<file path="config.mk">
export PLATFORM = sky130hd
export DESIGN_NAME = if_inst_fifo
export DESIGN_NICKNAME = d
export VERILOG_FILES = /design/src/rtl/if_inst_fifo_pkg.sv /design/src/rtl/if_fifo_ram.sv /design/src/rtl/if_inst_fifo.sv
export SDC_FILE = /design/constraint.sdc
export NUM_CORES = 2
export LEC_CHECK = 0
export CORE_MARGIN = 4
export CORE_UTILIZATION = 40
export DETAILED_ROUTE_END_ITERATION = 7
export PLACE_DENSITY = 0.7
export SLEW_MARGIN = 10
export SYNTH_ARGS = -nofsm -noshare
export SYNTH_HDL_FRONTEND = slang
export SYNTH_SLANG_ARGS = --single-unit
</file>
<file path="constraint.sdc">
create_clock -name clk -period 4.18 [get_ports clk]
set_input_delay 0.418 -clock clk [delete_from_list [all_inputs] [get_ports clk]]
set_output_delay 0.418 -clock clk [all_outputs]
set_load 0.01 [all_outputs]
</file>
<file path="src/rtl/if_inst_fifo_pkg.sv">
// if_inst_fifo_pkg: shared definitions for the instruction fetch buffer.
//   INST_NOP     - instruction word placed in an exception entry
//   EXC_W        - exception code width
//   ENTRY_W      - width of one queued single-instruction entry
//   *_LSB        - bit offsets of the entry fields inside ENTRY_W
//   fifo_entry_t - packed entry {pc, inst, excp, exception, badv}
package if_inst_fifo_pkg;

  localparam int EXC_W   = 7;
  localparam int ENTRY_W = 32 + 32 + 1 + EXC_W + 32;

  localparam int BADV_LSB = 0;
  localparam int EXC_LSB  = 32;
  localparam int EXCP_BIT = 32 + EXC_W;
  localparam int INST_LSB = EXCP_BIT + 1;
  localparam int PC_LSB   = INST_LSB + 32;

  // andi r0, r0, 0
  localparam logic [31:0] INST_NOP = 32'h0340_0000;

  typedef struct packed {
    logic [31:0]      pc;
    logic [31:0]      inst;
    logic             excp;
    logic [EXC_W-1:0] exception;
    logic [31:0]      badv;
  } fifo_entry_t;

  function automatic fifo_entry_t make_entry(
    input logic [31:0]      pc,
    input logic [31:0]      inst,
    input logic             excp,
    input logic [EXC_W-1:0] exception,
    input logic [31:0]      badv
  );
    fifo_entry_t e;
    e.pc        = pc;
    e.inst      = inst;
    e.excp      = excp;
    e.exception = exception;
    e.badv      = badv;
    return e;
  endfunction

endpackage

</file>
<file path="src/rtl/if_fifo_ram.sv">
// if_fifo_ram: DEPTH x ENTRY_W register array for the fetch buffer.
//   clk, rstn        - clock, asynchronous active-low reset (clears all entries)
//   we0/waddr0/wdata0 - write port 0 (entry at tail)
//   we1/waddr1/wdata1 - write port 1 (entry at tail+1)
//   raddr0/rdata0    - asynchronous read port 0 (head)
//   raddr1/rdata1    - asynchronous read port 1 (head+1)
module if_fifo_ram
  import if_inst_fifo_pkg::*;
#(
  parameter int DEPTH = 8,
  parameter int PTR_W = $clog2(DEPTH)
) (
  input  logic             clk,
  input  logic             rstn,
  input  logic             we0,
  input  logic [PTR_W-1:0] waddr0,
  input  fifo_entry_t      wdata0,
  input  logic             we1,
  input  logic [PTR_W-1:0] waddr1,
  input  fifo_entry_t      wdata1,
  input  logic [PTR_W-1:0] raddr0,
  input  logic [PTR_W-1:0] raddr1,
  output fifo_entry_t      rdata0,
  output fifo_entry_t      rdata1
);

  fifo_entry_t mem [DEPTH];

  // Entries are cleared on reset so the combinational outputs read as zero
  // until something is written. waddr0 and waddr1 are always distinct.
  always_ff @(posedge clk or negedge rstn) begin
    if (!rstn) begin
      for (int i = 0; i < DEPTH; i++) mem[i] <= '0;
    end else begin
      if (we0) mem[waddr0] <= wdata0;
      if (we1) mem[waddr1] <= wdata1;
    end
  end

  assign rdata0 = mem[raddr0];
  assign rdata1 = mem[raddr1];

endmodule

</file>
<file path="src/rtl/if_inst_fifo.sv">
// if_inst_fifo: instruction fetch buffer between IF1 and decode.
// Splits each fetch packet into single-instruction entries, queues them in
// order and presents the two oldest entries to decode each cycle.
//   clk, rstn              - clock, asynchronous active-low reset
//   flush                  - discard all queued entries (redirect)
//   in_valid/in_ready      - fetch packet handshake
//   in_pc, in_inst0/1      - packet PC and the two words of its 8-byte block
//   in_excp_flag, in_exception, in_badv - fetch exception info
//   out_valid0/1, out_pc0/1, out_inst0/1, out_excp0/1,
//   out_exception0/1, out_badv0/1 - two decode slots (slot 0 is oldest)
//   out_ready              - decode consumes every valid slot this cycle
module if_inst_fifo
  import if_inst_fifo_pkg::*;
#(
  parameter int DEPTH = 8,
  parameter int PTR_W = $clog2(DEPTH)
) (
  input  logic             clk,
  input  logic             rstn,
  input  logic             flush,
  input  logic             in_valid,
  output logic             in_ready,
  input  logic [31:0]      in_pc,
  input  logic [31:0]      in_inst0,
  input  logic [31:0]      in_inst1,
  input  logic             in_excp_flag,
  input  logic [EXC_W-1:0] in_exception,
  input  logic [31:0]      in_badv,
  output logic             out_valid0,
  output logic             out_valid1,
  output logic [31:0]      out_pc0,
  output logic [31:0]      out_pc1,
  output logic [31:0]      out_inst0,
  output logic [31:0]      out_inst1,
  output logic             out_excp0,
  output logic             out_excp1,
  output logic [EXC_W-1:0] out_exception0,
  output logic [EXC_W-1:0] out_exception1,
  output logic [31:0]      out_badv0,
  output logic [31:0]      out_badv1,
  input  logic             out_ready
);

  localparam logic [PTR_W:0] CNT_READY_MAX = (PTR_W+1)'(DEPTH - 2);
  localparam logic [PTR_W:0] CNT_TWO       = (PTR_W+1)'(2);

  logic [PTR_W-1:0] head_q, tail_q;
  logic [PTR_W:0]   count_q;

  logic             push_fire;
  logic [1:0]       push_n, pop_n;
  fifo_entry_t      wr0, wr1, rd0, rd1;

  // Room for a full pair is required even for single-entry packets, so
  // in_ready depends only on the registered count.
  assign in_ready  = (count_q <= CNT_READY_MAX);
  assign push_fire = in_valid && in_ready && !flush;

  always_comb begin
    wr0    = make_entry(in_pc, in_inst0, 1'b0, '0, '0);
    wr1    = make_entry(in_pc + 32'd4, in_inst1, 1'b0, '0, '0);
    push_n = 2'd0;
    if (push_fire) begin
      if (in_excp_flag) begin
        wr0    = make_entry(in_pc, INST_NOP, 1'b1, in_exception, in_badv);
        push_n = 2'd1;
      end else if (in_pc[2]) begin
        // Odd-PC fetch: only the upper word of the block is live.
        wr0    = make_entry(in_pc, in_inst1, 1'b0, '0, '0);
        push_n = 2'd1;
      end else begin
        push_n = 2'd2;
      end
    end
  end

  if_fifo_ram #(.DEPTH(DEPTH), .PTR_W(PTR_W)) u_ram (
    .clk    (clk),
    .rstn   (rstn),
    .we0    (push_n != 2'd0),
    .waddr0 (tail_q),
    .wdata0 (wr0),
    .we1    (push_n == 2'd2),
    .waddr1 (tail_q + PTR_W'(1)),
    .wdata1 (wr1),
    .raddr0 (head_q),
    .raddr1 (head_q + PTR_W'(1)),
    .rdata0 (rd0),
    .rdata1 (rd1)
  );

  // An exception entry always issues alone in slot 0.
  assign out_valid0 = (count_q != '0) && !flush;
  assign out_valid1 = (count_q >= CNT_TWO) && !flush && !rd0.excp;
  assign pop_n      = out_ready ? ({1'b0, out_valid0} + {1'b0, out_valid1}) : 2'd0;

  assign out_pc0        = rd0.pc;
  assign out_inst0      = rd0.inst;
  assign out_excp0      = rd0.excp;
  assign out_exception0 = rd0.exception;
  assign out_badv0      = rd0.badv;
  assign out_pc1        = rd1.pc;
  assign out_inst1      = rd1.inst;
  assign out_excp1      = rd1.excp;
  assign out_exception1 = rd1.exception;
  assign out_badv1      = rd1.badv;

  // Pointer/count update; flush wins over any push or pop.
  always_ff @(posedge clk or negedge rstn) begin
    if (!rstn) begin
      head_q  <= '0;
      tail_q  <= '0;
      count_q <= '0;
    end else if (flush) begin
      head_q  <= '0;
      tail_q  <= '0;
      count_q <= '0;
    end else begin
      head_q  <= head_q + PTR_W'(pop_n);
      tail_q  <= tail_q + PTR_W'(push_n);
      count_q <= count_q + (PTR_W+1)'(push_n) - (PTR_W+1)'(pop_n);
    end
  end

endmodule

</file>
==> results_dict.tcl <==
set metrics [dict create \
    clkTransAtPathRegs_ns 0.06 \
    drt-initial-drc-count 5749 \
    cts.sinks 842 \
    seq_area_frac_synth_pct 44.9 \
    synth_top_family_by_area "multiplexers" \
    arrival_ns 3.69 \
    synth_compound_area_share_pct 13.5 \
    yosys_register_bits 842 \
    reg2regPathDepth 7 \
    start_kind "flop" \
    cp_slowest_cell "mux4_2" \
    hpwl_um 108000 \
    drive_above_1_share_pct 21.9 \
    netlist_instances 4317 \
    fin_util_pct 48.0 \
    routed_via_density 6.67 \
    crit_chain "buf_12 -> buf_12 -> mux4_2 -> mux2_2 -> clkdlybuf4s50_1" \
    gr-total-overflow 0 \
    syn_to_final_growth_pct 18.9 \
    synth.mux.area_fraction_pct 25.1 \
    required_ns 3.76 \
    wl_um 178000 \
    drc 0 \
    status "complete, no violations" \
    htree_levels 3 \
    setup.worst_path.end_class "output pin" \
    grt_max_degree 101 \
    ys.flop_type "dfrtp_1" \
    drtPass1Iterations 8 \
    worstMarginPinSlew_ns 1.32 \
    regToRegEndpoint "u_ram.mem[427]$_DFF_PN0_" \
    gp_congestion 0.912 \
    rows 125 \
    die_w_um 351 \
    synth_edf_count 0 \
    numCtsBuffers 94 \
    yosys.area_share.simple_pct 11.4 \
    io_buffers 351 \
    antenna_found_initial 27 \
    skew_ns 0.0739 \
    ys_top_cells_by_area "dfrtp_1 (45%), mux4_2 (20%), mux2_2 (5.0%), nand2_1 (5.0%), o21ai_0 (5.0%)" \
    ir_drop_uv 681 \
    timing.fmax_ghz 0.244 \
    die_area_mm2 0.123 \
    grt_use_total_pct 28.5 \
    start_util_pct 40.4 \
    finalHoldViolCount 0 \
    clockBufferDepth 3 \
    synthAdderAreaFrac_pct 0.490 \
    synth_nets 4474 \
    synth_top_area_share_pct 44.9 \
    clock_latency_ns 0.72 \
    setup_viol_count_final 0 \
    synthXorXnorAreaFrac_pct 0.336 \
    grt_pass1_vias 40200 \
    path_max_fanout 75 \
    root_buffer "clkbuf_16" \
    vias 40600 \
    p_leak_nw 22.8 \
    hold_path.class "in -> async" \
    avgSynthCellArea_um2 10.9 \
    criticalPathCategory "reg -> out" \
    grt_pass1_wl_um 263000 \
    timing.rr.start "tail_q[1]$_DFF_PN0_" \
    synth-async-reset-ratio_pct 100 \
    core-area_mm2 0.116 \
    maxSlewViolCount 0 \
    io_pins 352 \
    max_slew_margin_pct 12.0 \
    power_density_mw_per_mm2 640 \
    total_power_mw 35.7 \
    die_h_um 351 \
    critPathMaxStageDelay_ns 0.57 \
    fin_nets 4635 \
    cts_tree "yes" \
    maxCapViolCount 0 \
    fin_crit_sh_pct 98.2 \
    synth_cell_types 69 \
    yosys_warnings 0 \
    routedWlPerCell_um 29.3 \
    synth_area_leader_cell "dfrtp_1" \
    path_common_cell "buf_12" \
    postRouteAntennaNets 0 \
    r2r_slack_ns 0.60 \
    fillerInstances 10300 \
    finalCriticalPeriod_ns 4.10 \
    syn_area_mm2 0.0470 \
]
[through the flow]
stage | setup slack, ns | cells | cell area, µm² | hold WS, ns | setup TNS, ns
6_report | 0.0751 | 6093 | 55800 | 0.287 | 0
3_5_place_dp | 0.780 | 5903 | 52500 | 0.483 | 0
4_1_cts | 0.0218 | 6077 | 55800 | 0.350 | 0
3_3_place_gp | 0.803 | 5903 | 52500 | 0.472 | 0
5_1_grt | -0.0318 | 6083 | 55800 | 0.359 | -0.171
2_1_floorplan | 0.725 | 4317 | 47000 | 0.122 | 0
[cell usage after synthesis, drive strengths merged (7+ instances only)]
| master | instances |
|---|---|
| clkbuf | 276 |
| mux2i | 8 |
| a221o | 28 |
| buf | 169 |
| nor4 | 10 |
| ha | 12 |
| a211oi | 9 |
| o22ai | 181 |
| a21o | 16 |
| nand2b | 7 |
| nand3 | 165 |
| mux2 | 208 |
| nand4 | 14 |
| mux4 | 416 |
| a21oi | 55 |
| and3 | 7 |
| a32oi | 30 |
| inv | 50 |
| xnor2 | 11 |
| o32ai | 15 |
| xor2 | 7 |
| nor2 | 396 |
| nand2 | 622 |
| o21ai | 472 |
| a22o | 19 |
| o311ai | 11 |
| o211ai | 9 |
| nor3 | 35 |
| a222oi | 16 |
| nor2b | 10 |
| a22oi | 131 |
| o22a | 7 |
| or2 | 8 |
| dfrtp | 842 |
[worst max path at each step]
stage                             start                        to
CTS                 head_q[1]$_DFF_PN0_             out_badv1[10]
global placement    head_q[1]$_DFF_PN0_              out_inst1[6]
floorplan           head_q[0]$_DFF_PN0_      count_q[2]$_DFF_PN0_
detailed placement         in_excp_flag  u_ram.mem[422]$_DFF_PN0_
global route        head_q[0]$_DFF_PN0_         out_exception0[6]
finish              head_q[0]$_DFF_PN0_         out_exception0[3]
[cells by family (layout without fill, tap and decap cells)]
kind of cell	count (synthesis)	after routing
adders and majority gates	16	16
muxes	632	632
DFF	842	842
AOI/OAI and AO/OA	1020	1020
xor gates and xnor gates	18	18
other	0	14
and+or+nand+nor	1293	1293
buffers and inverters	496	734
[placed cells by master, fill, tap and decap left out, types with 131 or more instances in the layout]
cell / count
dfrtp_1: 839
nand2_1: 615
o21ai_0: 465
mux4_2: 416
nor2_1: 385
clkdlybuf4s50_1: 349
mux2_2: 208
o22ai_1: 181
nand3_1: 160
a22oi_1: 131
[registers in the layout, summed over array words and instances (netlist names)]
signal	cells
count_q	4
head_q	3
tail_q	3
u_ram.mem	832
[area by class of cell]
type / count / area [µm²] / area share (%)
Tap cell: 1524 / 1910 / 3.41
Inverter: 51 / 191 / 0.343
Timing Repair Buffer: 510 / 5230 / 9.36
Clock inverter: 46 / 546 / 0.977
Multi-Input combinational cell: 2979 / 24200 / 43.3
Sequential cell: 842 / 21100 / 37.8
Antenna cell: 14 / 35.0 / 0.0627
Clock buffer: 127 / 2670 / 4.78
[metal layers]
layer  track usage (%)  wire length [µm]  vias up
li1                  -                 -    16400
met1              36.9             64800    20600
met2              43.0             79800     2982
met3              8.85             23000      645
met4              15.4             10700       20
met5                 0               153        -
[where the power goes]
group          leakage [nW]  internal [mW]  switching (mW)  total [mW]
Combinational          10.0           8.51            7.41        15.9
Clock                  1.57           5.05            3.66        8.71
Sequential             11.2           9.73            1.36        11.1
[repair_timing]
| item | 4_1_cts | 5_1_grt |
|---|---|---|
| hold endpoints to repair | 77 | 0 |
| hold buffers | 1 | 0 |
| setup endpoints to repair | 0 | 22 |
| gates resized for setup | 0 | 4 |
| setup buffers | 0 | 2 |
[worst max-delay path: cells and delay by family (launching register included)]
family   cells  cell delay, ns
flops        1            0.50
buf+inv      3            1.34
mux          2            0.89
Note: power is estimated with default switching activity, not from simulation.
